## src/rtl/aes_ct_byte_serializer.sv

```systemverilog
// Buffers AES ciphertext blocks in a DEPTH-entry FIFO and streams each block MSB byte first.
// Optional macro AES_SER_DROP_CNT_EN builds the saturating dropped-block counter on drop_cnt.
module aes_ct_byte_serializer #(
   parameter int DEPTH = 4,
   parameter int CNT_W = $clog2(DEPTH) + 1
) (
   input  logic             clk,
   input  logic             rst,
   input  logic             in_valid,
   input  logic [127:0]     in_block,
   output logic             tx_valid,
   output logic [7:0]       tx_data,
   input  logic             tx_ready,
   output logic [CNT_W-1:0] fifo_count,
   output logic             busy,
   output logic             overflow,
   output logic [7:0]       drop_cnt
);

   localparam int PTR_W = $clog2(DEPTH);

   typedef enum logic {IDLE, SEND} state_t;

   state_t             state_q;
   logic [127:0]       shreg_q;
   logic [3:0]         byte_cnt_q;
   logic               tx_valid_q;
   logic               busy_q;
   logic               overflow_q;

   logic [127:0]       mem_q [DEPTH];
   logic [PTR_W-1:0]   wr_ptr_q, wr_ptr_d;
   logic [PTR_W-1:0]   rd_ptr_q, rd_ptr_d;
   logic [CNT_W-1:0]   count_q, count_d;

   logic               last_acc;
   logic               pop;
   logic               full;
   logic               push;
   logic               drop;

   // A pop on the final byte frees a slot in the same cycle, so a full FIFO can still accept.
   assign last_acc = (state_q == SEND) && tx_ready && (byte_cnt_q == 4'd15);
   assign pop      = (count_q != '0) && ((state_q == IDLE) || last_acc);
   assign full     = (count_q == CNT_W'(DEPTH));
   assign push     = in_valid && (!full || pop);
   assign drop     = in_valid && full && !pop;

   always_comb begin
      wr_ptr_d = wr_ptr_q;
      rd_ptr_d = rd_ptr_q;
      count_d  = count_q;
      if (push) wr_ptr_d = wr_ptr_q + PTR_W'(1);
      if (pop)  rd_ptr_d = rd_ptr_q + PTR_W'(1);
      case ({push, pop})
         2'b10:   count_d = count_q + CNT_W'(1);
         2'b01:   count_d = count_q - CNT_W'(1);
         default: count_d = count_q;
      endcase
   end

   always_ff @(posedge clk or posedge rst) begin
      if (rst) begin
         wr_ptr_q   <= '0;
         rd_ptr_q   <= '0;
         count_q    <= '0;
         overflow_q <= 1'b0;
      end else begin
         wr_ptr_q   <= wr_ptr_d;
         rd_ptr_q   <= rd_ptr_d;
         count_q    <= count_d;
         overflow_q <= drop;
      end
   end

   always_ff @(posedge clk) begin
      if (push) mem_q[wr_ptr_q] <= in_block;
   end

   always_ff @(posedge clk or posedge rst) begin
      if (rst) begin
         state_q    <= IDLE;
         shreg_q    <= '0;
         byte_cnt_q <= '0;
         tx_valid_q <= 1'b0;
         busy_q     <= 1'b0;
      end else begin
         case (state_q)
            IDLE: begin
               if (pop) begin
                  shreg_q    <= mem_q[rd_ptr_q];
                  byte_cnt_q <= '0;
                  state_q    <= SEND;
                  tx_valid_q <= 1'b1;
                  busy_q     <= 1'b1;
               end
            end
            SEND: begin
               if (tx_ready) begin
                  if (pop) begin
                     shreg_q    <= mem_q[rd_ptr_q];
                     byte_cnt_q <= '0;
                  end else begin
                     shreg_q    <= {shreg_q[119:0], 8'h00};
                     byte_cnt_q <= byte_cnt_q + 4'd1;
                     if (byte_cnt_q == 4'd15) begin
                        state_q    <= IDLE;
                        tx_valid_q <= 1'b0;
                        busy_q     <= 1'b0;
                     end
                  end
               end
            end
            default: begin
               state_q    <= IDLE;
               tx_valid_q <= 1'b0;
               busy_q     <= 1'b0;
            end
         endcase
      end
   end

`ifdef AES_SER_DROP_CNT_EN
   logic [7:0] drop_cnt_q;

   always_ff @(posedge clk or posedge rst) begin
      if (rst) begin
         drop_cnt_q <= '0;
      end else if (drop && (drop_cnt_q != 8'hFF)) begin
         drop_cnt_q <= drop_cnt_q + 8'd1;
      end
   end

   assign drop_cnt = drop_cnt_q;
`else
   assign drop_cnt = '0;
`endif

   assign tx_valid   = tx_valid_q;
   assign tx_data    = shreg_q[127:120];
   assign busy       = busy_q;
   assign overflow   = overflow_q;
   assign fifo_count = count_q;

endmodule
```

## config.mk

```make
export PLATFORM = sky130hd
export DESIGN_NAME = aes_ct_byte_serializer
export DESIGN_NICKNAME = d
export VERILOG_FILES = /design/src/rtl/aes_ct_byte_serializer.sv
export SDC_FILE = /design/constraint.sdc
export NUM_CORES = 1
export LEC_CHECK = 0
export ABC_AREA = 1
export CORE_UTILIZATION = 39
export DETAILED_ROUTE_END_ITERATION = 12
export PLACE_DENSITY = 0.65
export SYNTH_ARGS = -nofsm -noshare
export SYNTH_HDL_FRONTEND = slang
export SYNTH_SLANG_ARGS = --single-unit
```

## constraint.sdc

```tcl
create_clock -name clk -period 7.57 [get_ports clk]
set_input_delay 1.514 -clock clk [delete_from_list [all_inputs] [get_ports clk]]
set_output_delay 1.514 -clock clk [all_outputs]
set_load 0.02 [all_outputs]
```

==> out/results.tsv, run 1 <==
stage	metric	value	unit
power	leakage	11.7	nW
sta	finalCriticalPeriod	3840	ps
route	vias_per_cell	5.06	
global_route	track_usage	17.7	%
floorplanning	coreArea	0.0663	mm²
global_route	grt_pass1_vias	16300	
yosys	yosysUniqueCellTypes	28	
power	power	0.0112	W
setup_path	critPathKind	in2reg	
sta	maxSlewViolCount	0	
floorplanning	die_h	262	µm
place	routabilityCongestion	0.742	
global_route	antenna_found_initial	4	
yosys	ys_seq_elements	654	
setup_path	crit_family	simple AND/OR/NAND/NOR gates	
min_path	hp-start	shreg_q[56]$_DFFE_PP0P_	
sta	slew_headroom	27.3	%
route	num_vias	16600	
yosys	syn_area_per_cell	11.6	µm²
clock_network	cts_buffer_depth	3	
setup_path	max_stage_delay	710	ps
setup_path	worstSetupStartpointType	input pin	
yosys	synth_top_area_share	58.3	%
yosys	syn_inst	2274	
layout	final_nets	2495	
min_path	hp-class	reg2reg	
setup_path	r2r_slack	4490	ps
sta	skew	22.1	ps
layout	drive_gt1_share	5.80	%
power	powerDensity	367	mW/mm²
yosys	yosysSeqAreaShare	71.8	%
flow_run	maxCapViolCount	0	
clock_network	cts_num_sinks	654	
route	wl_per_cell	18.4	µm
floorplanning	die_w	262	µm
sta	finalCritPeriodShare	50.8	%
place	place_ws	3140	ps
floorplanning	io_pins	154	
route	firstDrtPassIters	5	
power	peakVddDrop	0.257	mV
clock_network	cts_tree	done	
clock_network	cts.hold.buffers_added	0	
place	dp_hpwl	33000	µm
sta	setup_slack	3730	ps
setup_path	r2r_cells	6	
outcome	status	completed	
yosys	yosysWarnings	0	
setup_path	crit_top_cell	nand2_1	
place	port-buffer-count	145	
min_path	hold_depth	2	
setup_path	r2r-end	shreg_q[20]$_DFFE_PP0P_	
setup_path	endpoint_kind	flop	
global_route	grt_max_degree	225	
clock_network	cts_resized	0	
route	ant_nets	0	
route	drt_iter0_markers	1389	
clock_network	postCtsSetupRepairBufs	0	
sta	setup_viol	0	
setup_path	crit_chain	clkdlybuf4s50_1 -> nand2_1 -> o21ai_4 -> nand2_2 -> nand2_8 -> buf_4 -> nand2_1 -> o211ai_1 -> nand2_1	
floorplanning	start_util	39.7	%
setup_path	required	8050	ps
clock_network	clkTransAtPathRegs	60	ps
clock_network	clock-root-buffer	clkbuf_16	
sta	max_freq	260	MHz
floorplanning	dieArea	0.0686	mm²
min_path	whs_endpoint	shreg_q[56]$_DFFE_PP0P_	
setup_path	crit_slowest_cell	nand2_8	
setup_path	cp.arrival	4320	ps
setup_path	path_buf_inv	2	
layout	syn_to_final_growth	16.3	%
global_route	grt_pass1_wl	93100	µm
route	wl	60300	µm
sta	worst_pin_slew	1090	ps
clock_network	clk_latency	600	ps
global_route	gr-total-overflow	0	
clock_network	cts-htree-levels	3	
floorplanning	num_rows	94	
yosys	netlist.top_cell.by_area	edfxtp_1	
sta	timing.final.hold_violations	0	
setup_path	reg2reg_from	rd_ptr_q[1]$_DFFE_PP0N_	
setup_path	crit_fanout	178	
yosys	synthTopCellsByArea	edfxtp_1 (58%), dfrtp_1 (13%), nand2_1 (7.4%)	
route	drcViolationCount	0	
clock_network	numCtsBuffers	71	
sta	whs	481	ps
sta	rsz0062_at_grt	no	
yosys	syn_area	0.0264	mm²
cells in the mapped netlist, drive strengths merged:
library cell	number
nand2	521
edfxtp	512
nor2	264
o21ai	252
dfrtp	142
inv	138
a21oi	127
o211ai	116
clkbuf	80
buf	76
nand3	21
o22ai	8
ha	5
xor2	4
nand4	3
nor3	2
conb	1
fa	1
or2	1
metrics by stage:
step           setup TNS (ps)  area (µm²)  cells  util, %
6_report                    0       30600   3279     46.2
5_1_grt                     0       30600   3279     46.2
4_1_cts                     0       30600   3278     46.2
3_5_place_dp                0       28300   3148     42.7
3_3_place_gp                0       28300   3148     42.7
2_1_floorplan         -230400       26400   2281        -
placed cells by master, fill, tap and decap left out, drive strengths merged:
| master | Yosys | final |
|---|---|---|
| xor2 | 4 | 4 |
| clkdlybuf4s50 | 0 | 145 |
| nor2 | 264 | 264 |
| inv | 138 | 142 |
| or2 | 1 | 1 |
| o211ai | 116 | 116 |
| ha | 5 | 5 |
| conb | 1 | 8 |
| buf | 76 | 14 |
| nand3 | 21 | 21 |
| a21oi | 127 | 127 |
| o21ai | 252 | 252 |
| o22ai | 8 | 8 |
| diode | 0 | 1 |
| bufinv | 0 | 4 |
| clkbuf | 80 | 100 |
| fa | 1 | 1 |
| edfxtp | 512 | 512 |
| dfrtp | 142 | 142 |
| nor3 | 2 | 2 |
| clkinvlp | 0 | 2 |
| nand4 | 3 | 3 |
| nand2 | 521 | 521 |
| clkinv | 0 | 20 |
worst max path at each step:
| stage | depth (start not counted) | startpoint | slack [ps] | end |
|---|---|---|---|---|
| 2_1_floorplan | 5 | tx_ready | -450 | mem_q[0][0]$_DFFE_PP_ |
| 3_3_place_gp | 9 | tx_ready | 3220 | shreg_q[47]$_DFFE_PP0P_ |
| 3_5_place_dp | 9 | tx_ready | 3140 | shreg_q[103]$_DFFE_PP0P_ |
| 4_1_cts | 9 | tx_ready | 3780 | shreg_q[36]$_DFFE_PP0P_ |
| 5_1_grt | 9 | tx_ready | 3490 | shreg_q[42]$_DFFE_PP0P_ |
| 6_report | 9 | tx_ready | 3730 | shreg_q[36]$_DFFE_PP0P_ |
routing by layer:
metal,GRT usage (%),vias up,part of all wire [%]
li1,-,7974,-
met1,23.8,8179,44
met2,29.4,349,49
met3,3.39,90,4.9
met4,4.91,6,2.1
met5,0,-,0.051
final cells by class:
type / count / area [µm²]
Timing Repair Buffer: 159 / 1620
Antenna cell: 1 / 2.50
Sequential cell: 654 / 18900
Tap cell: 864 / 1080
Clock inverter: 30 / 270
Inverter: 138 / 531
Fill cell: 5916 / 35700
Multi-Input combinational cell: 1333 / 6170
Clock buffer: 100 / 2020
logic make-up after synthesis:
kind of cell | Yosys count | synth area share, %
AOI/OAI and AO/OA | 503 | 10.9
other | 1 | 0.0142
and+or+nand+nor | 812 | 11.8
xor gates and xnor gates | 4 | 0.133
buffers and inverters | 294 | 5.03
adders and majority gates | 6 | 0.313
DFF | 654 | 71.8
sequential cells by signal, summed over array words and instances (netlist names):
register,flops
state_q,1
rd_ptr_q,2
shreg_q,128
busy,1
wr_ptr_q,2
byte_cnt_q,4
mem_q,512
overflow,1
fifo_count,3
power breakdown:
part	total [W]	internal, W	switching, W
Combinational	0.00269	0.000804	0.00188
Sequential	0.00519	0.00479	0.000402
Clock	0.00337	0.00201	0.00137
worst register-to-register path, cell delays in order, from the launching register on:
cell and delay (ps):
dfrtp_4 710, inv_4 640, buf_4 920, a21oi_1 380, nand2_1 150, o211ai_1 120, nand2_1 90
No activity file was read; power rests on OpenSTA's default activity.
==> inputs of run 2 (changes only) <==
--- a/config.mk
+++ b/config.mk
@@ -8,7 +8,7 @@
 export ABC_AREA = 1
 export CORE_UTILIZATION = 39
 export DETAILED_ROUTE_END_ITERATION = 12
-export PLACE_DENSITY = 0.65
+export PLACE_DENSITY = 0.67
 export SYNTH_ARGS = -nofsm -noshare
 export SYNTH_HDL_FRONTEND = slang
 export SYNTH_SLANG_ARGS = --single-unit
==> constraint.sdc (replaced) <==
create_clock -name clk -period 3.21 [get_ports clk]
set_input_delay 0.642 -clock clk [delete_from_list [all_inputs] [get_ports clk]]
set_output_delay 0.642 -clock clk [all_outputs]
set_load 0.02 [all_outputs]
==> run 2 against run 1 <==
  * Critical endpoint is now fifo_count[0]
  * First-iteration DRC count up 9.0%
  * Global-route usage rose by 0.26 points
  * Largest cell class unchanged
  * Via count rose by 0.66%
  * Cell area increased by 1.4%
==> out/results.tsv, run 2 (synthesis gave the netlist of run 1 again) <==
stage	metric	value	unit	change
outcome	status	completed		
min_path	hold_depth	2		unchanged
layout	n_fill_cell	5806		-1.9%
setup_path	crit_family	buffers and inverters		
route	drcViolationCount	0		unchanged
route	drt_iter0_markers	1514		+9.0%
sta	skew	20.7	ps	-1.36 ps
clock_network	cts_resized	0		unchanged
clock_network	cts.hold.buffers_added	0		unchanged
setup_path	cp.arrival	1790	ps	-2530 ps
setup_path	path_buf_inv	1		-1
sta	slew_headroom	43.4	%	+16 points
layout	finalNonFillerCells	3302		+0.70%
floorplanning	io_pins	154		unchanged
global_route	grt_max_degree	183		-19%
global_route	track_usage	18.0	%	+0.26 points
clock_network	clock-root-buffer	clkbuf_16		
power	switching_share	32.8	%	+0.29 points
sta	maxSlewViolCount	0		unchanged
layout	syn_to_final_growth	17.8	%	
clock_network	numCtsBuffers	67		-5.6%
sta	max_freq	411	MHz	
place	place_ws	384	ps	-2760 ps
min_path	hp-class	reg2reg		
floorplanning	die_w	262	µm	unchanged
sta	rsz0062_at_grt	no		
setup_path	r2r_cells	6		unchanged
power	powerDensity	862	mW/mm²	+130%
place	port-buffer-count	145		unchanged
global_route	gr-total-overflow	0		unchanged
route	firstDrtPassIters	5		unchanged
sta	whs	480	ps	-0.441 ps
power	share_seq_of_total_power	45.2	%	-0.9 points
setup_path	crit_fanout	4		-98%
route	num_vias	16700		+0.66%
sta	setup_viol	0		unchanged
setup_path	crit_chain	clkdlybuf4s50_1		
clock_network	cts_tree	done		
clock_network	cts_buffer_depth	3		unchanged
setup_path	crit_slowest_cell	clkdlybuf4s50_1		
place	dp_hpwl	36800	µm	+11%
route	ant_nets	0		unchanged
floorplanning	dieArea	0.0686	mm²	unchanged
layout	mostFrequentLayoutCell	nand2_1		
layout	final_cell_mix	nand2_1 (516), edfxtp_1 (512), nor2_1 (260)		
setup_path	r2r-end	shreg_q[61]$_DFFE_PP0P_		
power	clock_power_share	28.7	%	-1.3 points
route	wl_per_cell	18.5	µm	+0.60%
clock_network	clkTransAtPathRegs	60	ps	about the same
power	leakage	11.8	nW	+1.7%
setup_path	worstSetupStartpointType	flop		
layout	largest_register_ffs	512		unchanged
route	wl	61100	µm	+1.3%
min_path	hp-start	shreg_q[73]$_DFFE_PP0P_		
setup_path	required	2570	ps	-5480 ps
floorplanning	coreArea	0.0663	mm²	unchanged
global_route	grt_pass1_wl	94200	µm	+1.2%
power	peakVddDrop	0.694	mV	+170%
layout	final_util	46.8	%	+0.63 points
route	vias_per_cell	5.06		about the same
global_route	antenna_found_initial	1		-3
sta	finalCriticalPeriod	2430	ps	
setup_path	max_stage_delay	770	ps	+60 ps
place	routabilityCongestion	0.802		+8.1%
min_path	whs_endpoint	shreg_q[73]$_DFFE_PP0P_		
power	switchingPower	0.00877	W	+140%
global_route	grt_pass1_vias	16800		+2.9%
sta	worst_pin_slew	848	ps	-243 ps
layout	largestRegisters	mem_q: 512 flops, shreg_q: 128 flops, byte_cnt_q: 4 flops		
floorplanning	num_rows	94		unchanged
clock_network	cts-htree-levels	3		unchanged
setup_path	reg2reg_from	rd_ptr_q[0]$_DFFE_PP0N_		
setup_path	r2r_slack	860	ps	-3630 ps
power	internal-power	0.0180	W	+140%
floorplanning	die_h	262	µm	unchanged
sta	finalCritPeriodShare	75.8	%	
sta	setup_slack	776	ps	-2950 ps
layout	final_nets	2521		+1.0%
floorplanning	start_util	39.7	%	unchanged
setup_path	critPathKind	reg2out		
place	placedCellCount	3178		+0.95%
clock_network	clk_latency	600	ps	about the same
power	power	0.0268	W	+140%
clock_network	cts_num_sinks	654		unchanged
sta	timing.final.hold_violations	0		unchanged
setup_path	endpoint_kind	output pin		
clock_network	postCtsSetupRepairBufs	0		unchanged
layout	regMostFlops	mem_q		
flow_run	maxCapViolCount	0		unchanged
setup_path	cp.depth	1		-8
power	p_comb_share	26.1	%	+2.2 points
layout	drive_gt1_share	6.98	%	+1.2 points
-- run 2: cell count changes in the layout (fill, tap and decap cells not counted), sizes merged --
cell | previous run | this run
buf | 14 | 44
bufinv | 4 | 2
clkbuf | 100 | 102
clkinv | 20 | 15
clkinvlp | 2 | 4
inv | 142 | 138
-- run 2: power by group through the flow --
stage / registers (W) / clock network, W / logic (W)
6_report: 0.0121 / 0.00768 / 0.00699
2_1_floorplan: 0.0120 / 0 / 0.00454
5_1_grt: 0.0123 / 0.00817 / 0.00774
4_1_cts: 0.0121 / 0.00781 / 0.00708
3_3_place_gp: 0.0122 / 0 / 0.00689
3_5_place_dp: 0.0123 / 0 / 0.00703
-- run 2: how the worst max path moves through the flow --
stage,startpoint,to
after detailed placement,tx_ready,mem_q[2][49]$_DFFE_PP_
after floorplan,tx_ready,mem_q[0][0]$_DFFE_PP_
after CTS,fifo_count[0]$_DFFE_PP0P_,fifo_count[0]
final,fifo_count[0]$_DFFE_PP0P_,fifo_count[0]
after global placement,tx_ready,mem_q[2][51]$_DFFE_PP_
after global routing,fifo_count[0]$_DFFE_PP0P_,fifo_count[0]
-- run 2: layer usage --
metal	vias to the layer above	share of wire, %	track usage, %
li1	8026	-	-
met1	8162	43	22.8
met2	427	49	30.8
met3	91	5.6	3.59
met4	2	2.3	5.83
met5	-	0.018	0
-- run 2: through the flow --
| step | area [µm²] | setup TNS [ps] |
|---|---|---|
| 5_1_grt | 31000 | 0 |
| 3_3_place_gp | 28900 | 0 |
| 3_5_place_dp | 28900 | 0 |
| 6_report | 31100 | 0 |
| 4_1_cts | 31000 | 0 |
| 2_1_floorplan | 26400 | -109300 |
-- run 2: layout make-up --
| class | count | area (µm²) | share of cell area [%] |
|---|---|---|---|
| Sequential cell | 654 | 18900 | 61.0 |
| Multi-Input combinational cell | 1333 | 6200 | 20.0 |
| Timing Repair Buffer | 189 | 2110 | 6.79 |
| Clock buffer | 102 | 2040 | 6.56 |
| Tap cell | 864 | 1080 | 3.48 |
| Inverter | 138 | 529 | 1.70 |
| Clock inverter | 21 | 159 | 0.512 |
| Antenna cell | 1 | 2.50 | 0.00806 |
==> inputs of run 3 (changes only) <==
--- a/config.mk
+++ b/config.mk
@@ -8,7 +8,7 @@
 export ABC_AREA = 1
 export CORE_UTILIZATION = 39
 export DETAILED_ROUTE_END_ITERATION = 12
-export PLACE_DENSITY = 0.67
+export PLACE_DENSITY = 0.65
 export SYNTH_ARGS = -nofsm -noshare
 export SYNTH_HDL_FRONTEND = slang
 export SYNTH_SLANG_ARGS = --single-unit
==> constraint.sdc (replaced) <==
create_clock -name clk -period 2.25 [get_ports clk]
set_input_delay 0.45 -clock clk [delete_from_list [all_inputs] [get_ports clk]]
set_output_delay 0.45 -clock clk [all_outputs]
set_load 0.02 [all_outputs]
==> run 3 against run 2 <==
  * Worst setup slack lost 650 ps
  * Cell area grew 2.3%
  * Sequential share of layout area shrank 1.4 points
  * Critical path depth is the same
  * Final cell count grew 1.6%
  * Via count grew 1.6%
  * Die area is the same
  * Core utilization grew 1.1 points
  * Clock power grew 38%
  * Routed wire length grew 0.45%
  * Global-route usage grew 0.16 points
  * Combinational power grew 53%
==> out/results.tsv, run 3 (synthesis gave the netlist of run 1 again) <==
stage	metric	value	unit	change
layout	regArea	0.0189	mm²	unchanged
global_route	gr-total-overflow	0		unchanged
clock_network	clkTransAtPathRegs	60	ps	about the same
global_route	grt_pass1_wl	95600	µm	+1.5%
floorplanning	dieArea	0.0686	mm²	unchanged
setup_path	required	1800	ps	-770 ps
floorplanning	coreArea	0.0663	mm²	unchanged
setup_path	endpoint_kind	output pin		
layout	regMostFlops	mem_q		
sta	tns	0	ps	unchanged
setup_path	crit_chain	clkdlybuf4s50_1		
route	wl_per_cell	18.3	µm	-1.1%
clock_network	clock-root-buffer	clkbuf_16		
sta	skew	18.9	ps	-1.77 ps
floorplanning	num_rows	94		unchanged
power	peakVddDrop	0.562	mV	-19%
setup_path	crit_fanout	4		unchanged
sta	timing.final.hold_violations	0		unchanged
clock_network	cts_num_sinks	654		unchanged
min_path	hp-class	in2async		
place	place_ws	-115	ps	-499 ps
sta	max_freq	470	MHz	
setup_path	crit_slowest_cell	clkdlybuf4s50_1		
place	dp_hpwl	39200	µm	+6.6%
power	leakage	12.2	nW	+3.0%
layout	syn_to_final_growth	20.5	%	
layout	largestRegisters	mem_q: 512 flops, shreg_q: 128 flops, byte_cnt_q: 4 flops		
layout	mostFrequentLayoutCell	nand2_1		
layout	drive_gt1_share	8.96	%	+2.0 points
sta	finalCriticalPeriod	2130	ps	
layout	final_nets	2576		+2.2%
power	powerDensity	1210	mW/mm²	+41%
route	num_vias	17000		+1.6%
clock_network	cts.hold.buffers_added	0		unchanged
layout	n_fill_cell	5802		-0.069%
power	internal-power	0.0260	W	+44%
setup_path	worstSetupStartpointType	flop		
layout	final_cell_mix	nand2_1 (516), edfxtp_1 (512), nor2_1 (260)		
place	port-buffer-count	145		unchanged
sta	setup_slack	123	ps	-653 ps
route	drcViolationCount	0		unchanged
setup_path	max_stage_delay	640	ps	-130 ps
sta	finalCritPeriodShare	94.5	%	
floorplanning	die_h	262	µm	unchanged
sta	setup_viol	0		unchanged
sta	maxSlewViolCount	0		unchanged
layout	num_antenna_cells	0		-1
clock_network	clk_latency	600	ps	about the same
place	routabilityCongestion	0.803		+0.16%
sta	worst_pin_slew	775	ps	-73.1 ps
setup_path	cp.arrival	1680	ps	-110 ps
power	share_seq_of_total_power	44.6	%	-0.6 points
global_route	track_usage	18.1	%	+0.16 points
sta	slew_headroom	48.3	%	+5.0 points
flow_run	maxCapViolCount	0		unchanged
setup_path	path_buf_inv	1		unchanged
route	firstDrtPassIters	5		unchanged
clock_network	numCtsBuffers	67		unchanged
layout	multi_input_area	0.00620	mm²	about the same
power	p_comb_share	27.7	%	+1.6 points
setup_path	crit_family	buffers and inverters		
power	switching_share	32.5	%	-0.22 points
floorplanning	io_pins	154		unchanged
route	ant_nets	0		unchanged
clock_network	cts-htree-levels	3		unchanged
sta	rsz0062_at_grt	no		
outcome	status	completed		
route	drt_iter0_markers	1524		+0.66%
clock_network	postCtsSetupRepairBufs	0		unchanged
route	wl	61400	µm	+0.45%
clock_network	cts_buffer_depth	3		unchanged
route	vias_per_cell	5.06		about the same
floorplanning	die_w	262	µm	unchanged
global_route	grt_max_degree	101		-45%
power	switchingPower	0.0125	W	+43%
floorplanning	start_util	39.7	%	unchanged
clock_network	cts_tree	done		
layout	largest_register_ffs	512		unchanged
global_route	grt_pass1_vias	16900		+0.33%
setup_path	critPathKind	reg2out		
global_route	antenna_found_initial	3		+2
clock_network	cts_resized	0		unchanged
power	clock_power_share	27.6	%	-1.1 points
run 3: stage by stage:
stage / power (W) / hold slack, ps / std cells / area (µm²) / util (%)
final: 0.0385 / 162 / 3354 / 31800 / 47.9
after global routing: 0.0406 / 173 / 3354 / 31800 / 47.9
after CTS: 0.0389 / 139 / 3354 / 31800 / 47.9
after detailed placement: 0.0282 / 466 / 3233 / 29700 / 44.7
after global placement: 0.0279 / 463 / 3233 / 29700 / 44.7
after floorplan: 0.0236 / 449 / 2281 / 26400 / -
run 3: final cells by class:
| class | count | share of cell area (%) |
|---|---|---|
| multi-input combinational | 1333 | 19.5 |
| sequential | 654 | 59.6 |
| tap | 864 | 3.40 |
| inverter | 138 | 1.67 |
| clock inverter | 30 | 0.611 |
| clock buffer | 91 | 6.02 |
| timing repair buffer | 244 | 9.16 |
run 3: layer usage:
layer	up-vias	part of all wire, %	global-route usage, %
met3	96	5.4	3.16
met4	4	2.1	5.68
met1	8286	44	24.4
met5	-	0.055	0
met2	439	49	30.0
li1	8152	-	-
run 3: worst paths after layout:
check	startpoint	endpoint	slack, ps	cells past startpoint
setup reg to reg	fifo_count[1]$_DFFE_PP0P_	shreg_q[99]$_DFFE_PP0P_	260	8
max in group asynchronous	rst	shreg_q[65]$_DFFE_PP0P_	1400	4
hold / removal	rst	fifo_count[0]$_DFFE_PP0P_	160	2
min in group clk	in_block[37]	mem_q[1][37]$_DFFE_PP_	480	1
setup / recovery	fifo_count[0]$_DFFE_PP0P_	fifo_count[0]	120	1
hold reg to reg	shreg_q[50]$_DFFE_PP0P_	shreg_q[50]$_DFFE_PP0P_	480	2
run 3: worst reg2reg max path, stage by stage, from the launching register on:
cell and delay, ps:
dfrtp_1 420, inv_1 140, nand3_2 150, nand2_1 150
nand2_4 140, inv_4 380, buf_4 340, nand2_1 110
nand2_1 100
run 3: power groups by stage:
stage	combinational (W)	sequential, W	clock, W
after floorplan	0.00648	0.0171	0
after global placement	0.0106	0.0173	0
after detailed placement	0.0108	0.0174	0
after CTS	0.0108	0.0172	0.0109
after global routing	0.0119	0.0174	0.0113
final	0.0107	0.0172	0.0106
==> variant: new RTL, flow settings as in run 1 <==
`DEPTH`: 4 -> 8.
--- a/src/rtl/aes_ct_byte_serializer.sv
+++ b/src/rtl/aes_ct_byte_serializer.sv
@@ -3,3 +3,3 @@
 module aes_ct_byte_serializer #(
-   parameter int DEPTH = 4,
+   parameter int DEPTH = 8,
    parameter int CNT_W = $clog2(DEPTH) + 1
Interface: changed (resized fifo_count); port bits go from 154 to 155. The function was not compared with the original's and may differ.
==> variant against run 1 <==
Global-route usage is 0.95 points higher. Routed wire length is 88% higher. Critical path type unchanged. Clock power is 69% higher. Worst setup slack worse by 0.72 ns. Hold slack better by 0.0073 ns. Synthesized area is 75% higher. Sequential cell count is 515 higher. Fmax is 16% lower. Cell area is 72% higher. Cell count is 68% higher. Sequential share of layout area is 3.5 points higher. Count of clock-buffer cells in the layout is 59 higher. Total power is 70% higher.
==> variant: results (changes against run 1) <==
stage	metric	value	unit	change
run_status	outcome	complete, no violations		
global_route	pin count of the biggest net entering global routing	189		-16%
min_path	Hold Crit Class	reg -> reg		
clock_network	worst skew pair latency	0.70	ns	+0.10 ns
worst_setup_path	CP delay by family, top	simple AND/OR/NAND/NOR gates		
worst_setup_path	maximum net fanout on the critical path	30		-83%
min_path	Hold Path Stages	2		unchanged
clock_network	clk buf depth	3		unchanged
logic_synthesis	synth top area cells	edfxtp_1 (67%), nand3_1 (9.4%), nand2_1 (9.2%), dfrtp_1 (7.9%), buf_2 (1.5%)		
logic_synthesis	post-synthesis cell type count	30		+7.1%
global_route	GRT Total Usage	18.7	%	+0.95 points
detailed_routing	max layer used	met5		
worst_setup_path	Crit-path slowest cell	nor2_4		
timing	clock skew	0.0225	ns	+0.000491 ns
cells_and_area	Largest regs	mem_q: 1024 flops, shreg_q: 128 flops		
clock_network	TritonCTS buffer count	113		+59%
detailed_routing	Pre-antenna DRT Iters	7		+2
timing	Rel. slew slack	17.4	%	-9.9 points
global_route	vias in the first global route	28300		+73%
clock_network	Root Buffer	clkbuf_16		
detailed_routing	met2 routed WL	55700	µm	+90%
cells_and_area	Filler cells	10200		+73%
detailed_routing	Via density	5.29		+4.5%
worst_setup_path	worst reg2reg setup slack	3.97	ns	-0.52 ns
logic_synthesis	most instantiated cells after synthesis	nand2_1 (1,128), edfxtp_1 (1,024), nand3_1 (869)		
placement	Buffers on Ports	146		+0.69%
worst_setup_path	CP arrival	4.90	ns	+0.58 ns
power_and_ir_drop	VDD IR max	230	µV	-11%
detailed_routing	DRT met1 WL	48100	µm	+80%
global_route	initial antenna violation count	19		+15
clock_network	Setup Buffers After CTS	0		unchanged
worst_setup_path	CP peak stage delay	0.92	ns	+0.21 ns
clock_network	clock-pin slew on the worst setup and hold paths	0.06	ns	about the same
detailed_routing	1st-iter DRT viols	2572		+85%
logic_synthesis	Primary FF master, synth	edfxtp_1		
logic_synthesis	post-synthesis async set-or-reset flop share	12.4	%	-9.3 points
cells_and_area	Nets	4011		+61%
clock_network	Post-CTS Resized	0		unchanged
power_and_ir_drop	Lkg Pwr	18.5	nW	+58%
placement	DP Wirelength	57800	µm	+75%
placement	gpl congestion	0.764		+3.0%
logic_synthesis	Post-synth EDFFs	1024		+100%
detailed_routing	metal3 WL	7340	µm	+150%
cells_and_area	share of layout cells above drive strength 1	5.79	%	-0.010 points
logic_synthesis	sequential area share after synthesis	74.4	%	+2.6 points
timing	Final Hold Fails	0		unchanged
global_route	first-pass GRT wire length	172000	µm	+85%
clock_network	CTS H-tree depth	3		unchanged
logic_synthesis	Ys Warns	0		unchanged
detailed_routing	Routed wire per std cell	20.7	µm	+12%
power_and_ir_drop	P_sw	6.35	mW	+74%
## variant: cell types whose count changed after synthesis, sizes merged, moves of 100 or more
cell and delta:
nor2 -124, buf +122, nand2 +610, inv -113
o211ai -116, a21oi -100, edfxtp +512, nand3 +849
## variant: path summary, 6_finish.rpt
| kind | from | to |
|---|---|---|
| worst max-delay path | tx_ready | mem_q[2][1] |
| worst min-delay path | shreg_q[99] | shreg_q[99] |
| worst max register to register | byte_cnt_q[0] | mem_q[2][1] |
| worst min register to register | shreg_q[99] | shreg_q[99] |
| max in group asynchronous | rst | shreg_q[115] |
| min in group asynchronous | rst | shreg_q[118] |
## variant: power by group through the flow
stage,Clock (mW),Combinational [mW],Sequential [mW]
after global placement,0,4.71,8.73
final,5.69,4.77,8.63
after detailed placement,0,4.80,8.75
after CTS,5.77,4.82,8.62
after global routing,6.01,5.30,8.70
after floorplan,0,3.42,8.59
## variant: layer usage
layer	GRT usage [%]	vias to the layer above
met4	5.61	18
met3	2.95	157
met5	0	-
met2	31.5	958
li1	-	13600
met1	24.8	14400
## variant: stage by stage
step | setup slack (ns) | cell area [µm²] | instances | hold slack (ns) | util (%)
global placement | 2.30 | 48900 | 5284 | 0.471 | 41.8
finish | 3.01 | 52700 | 5500 | 0.488 | 45.1
CTS | 3.01 | 52700 | 5497 | 0.488 | 45.1
global route | 2.86 | 52700 | 5500 | 0.512 | 45.1
detailed placement | 2.28 | 48900 | 5284 | 0.474 | 41.8
floorplan | -0.762 | 46200 | 3837 | 0.447 | -
## variant: cell families after synthesis
logic type | share of synthesized area (%)
adder cells (fa/ha/maj) | 0.108
flip-flops | 74.4
AND/OR/NAND/NOR | 19.9
other | 0.00812
AO/OA/AOI/OAI | 2.42
XOR/XNOR | 0.0948
buffers and inverters | 3.04
## variant: worst register-to-register path, cell delays in order, from the launching register on
cell     delay [ns]
dfrtp_1        0.39
ha_1           0.21
nand2_1        0.10
o21ai_4        0.23
nand2_4        0.22
nand2_1        0.15
nand2_1        0.09
or2_2          0.40
nor2_4         0.92
buf_4          0.53
## variant: cell type report
cell class              instances  area share (%)
well taps                    1524            3.62
clock buffers                 159            6.00
repair buffers                182            3.62
multi-input cells            2383            20.0
diodes                          3          0.0143
inverters                      26           0.259
flip-flops and latches       1169            65.3
clock inverters                54            1.22
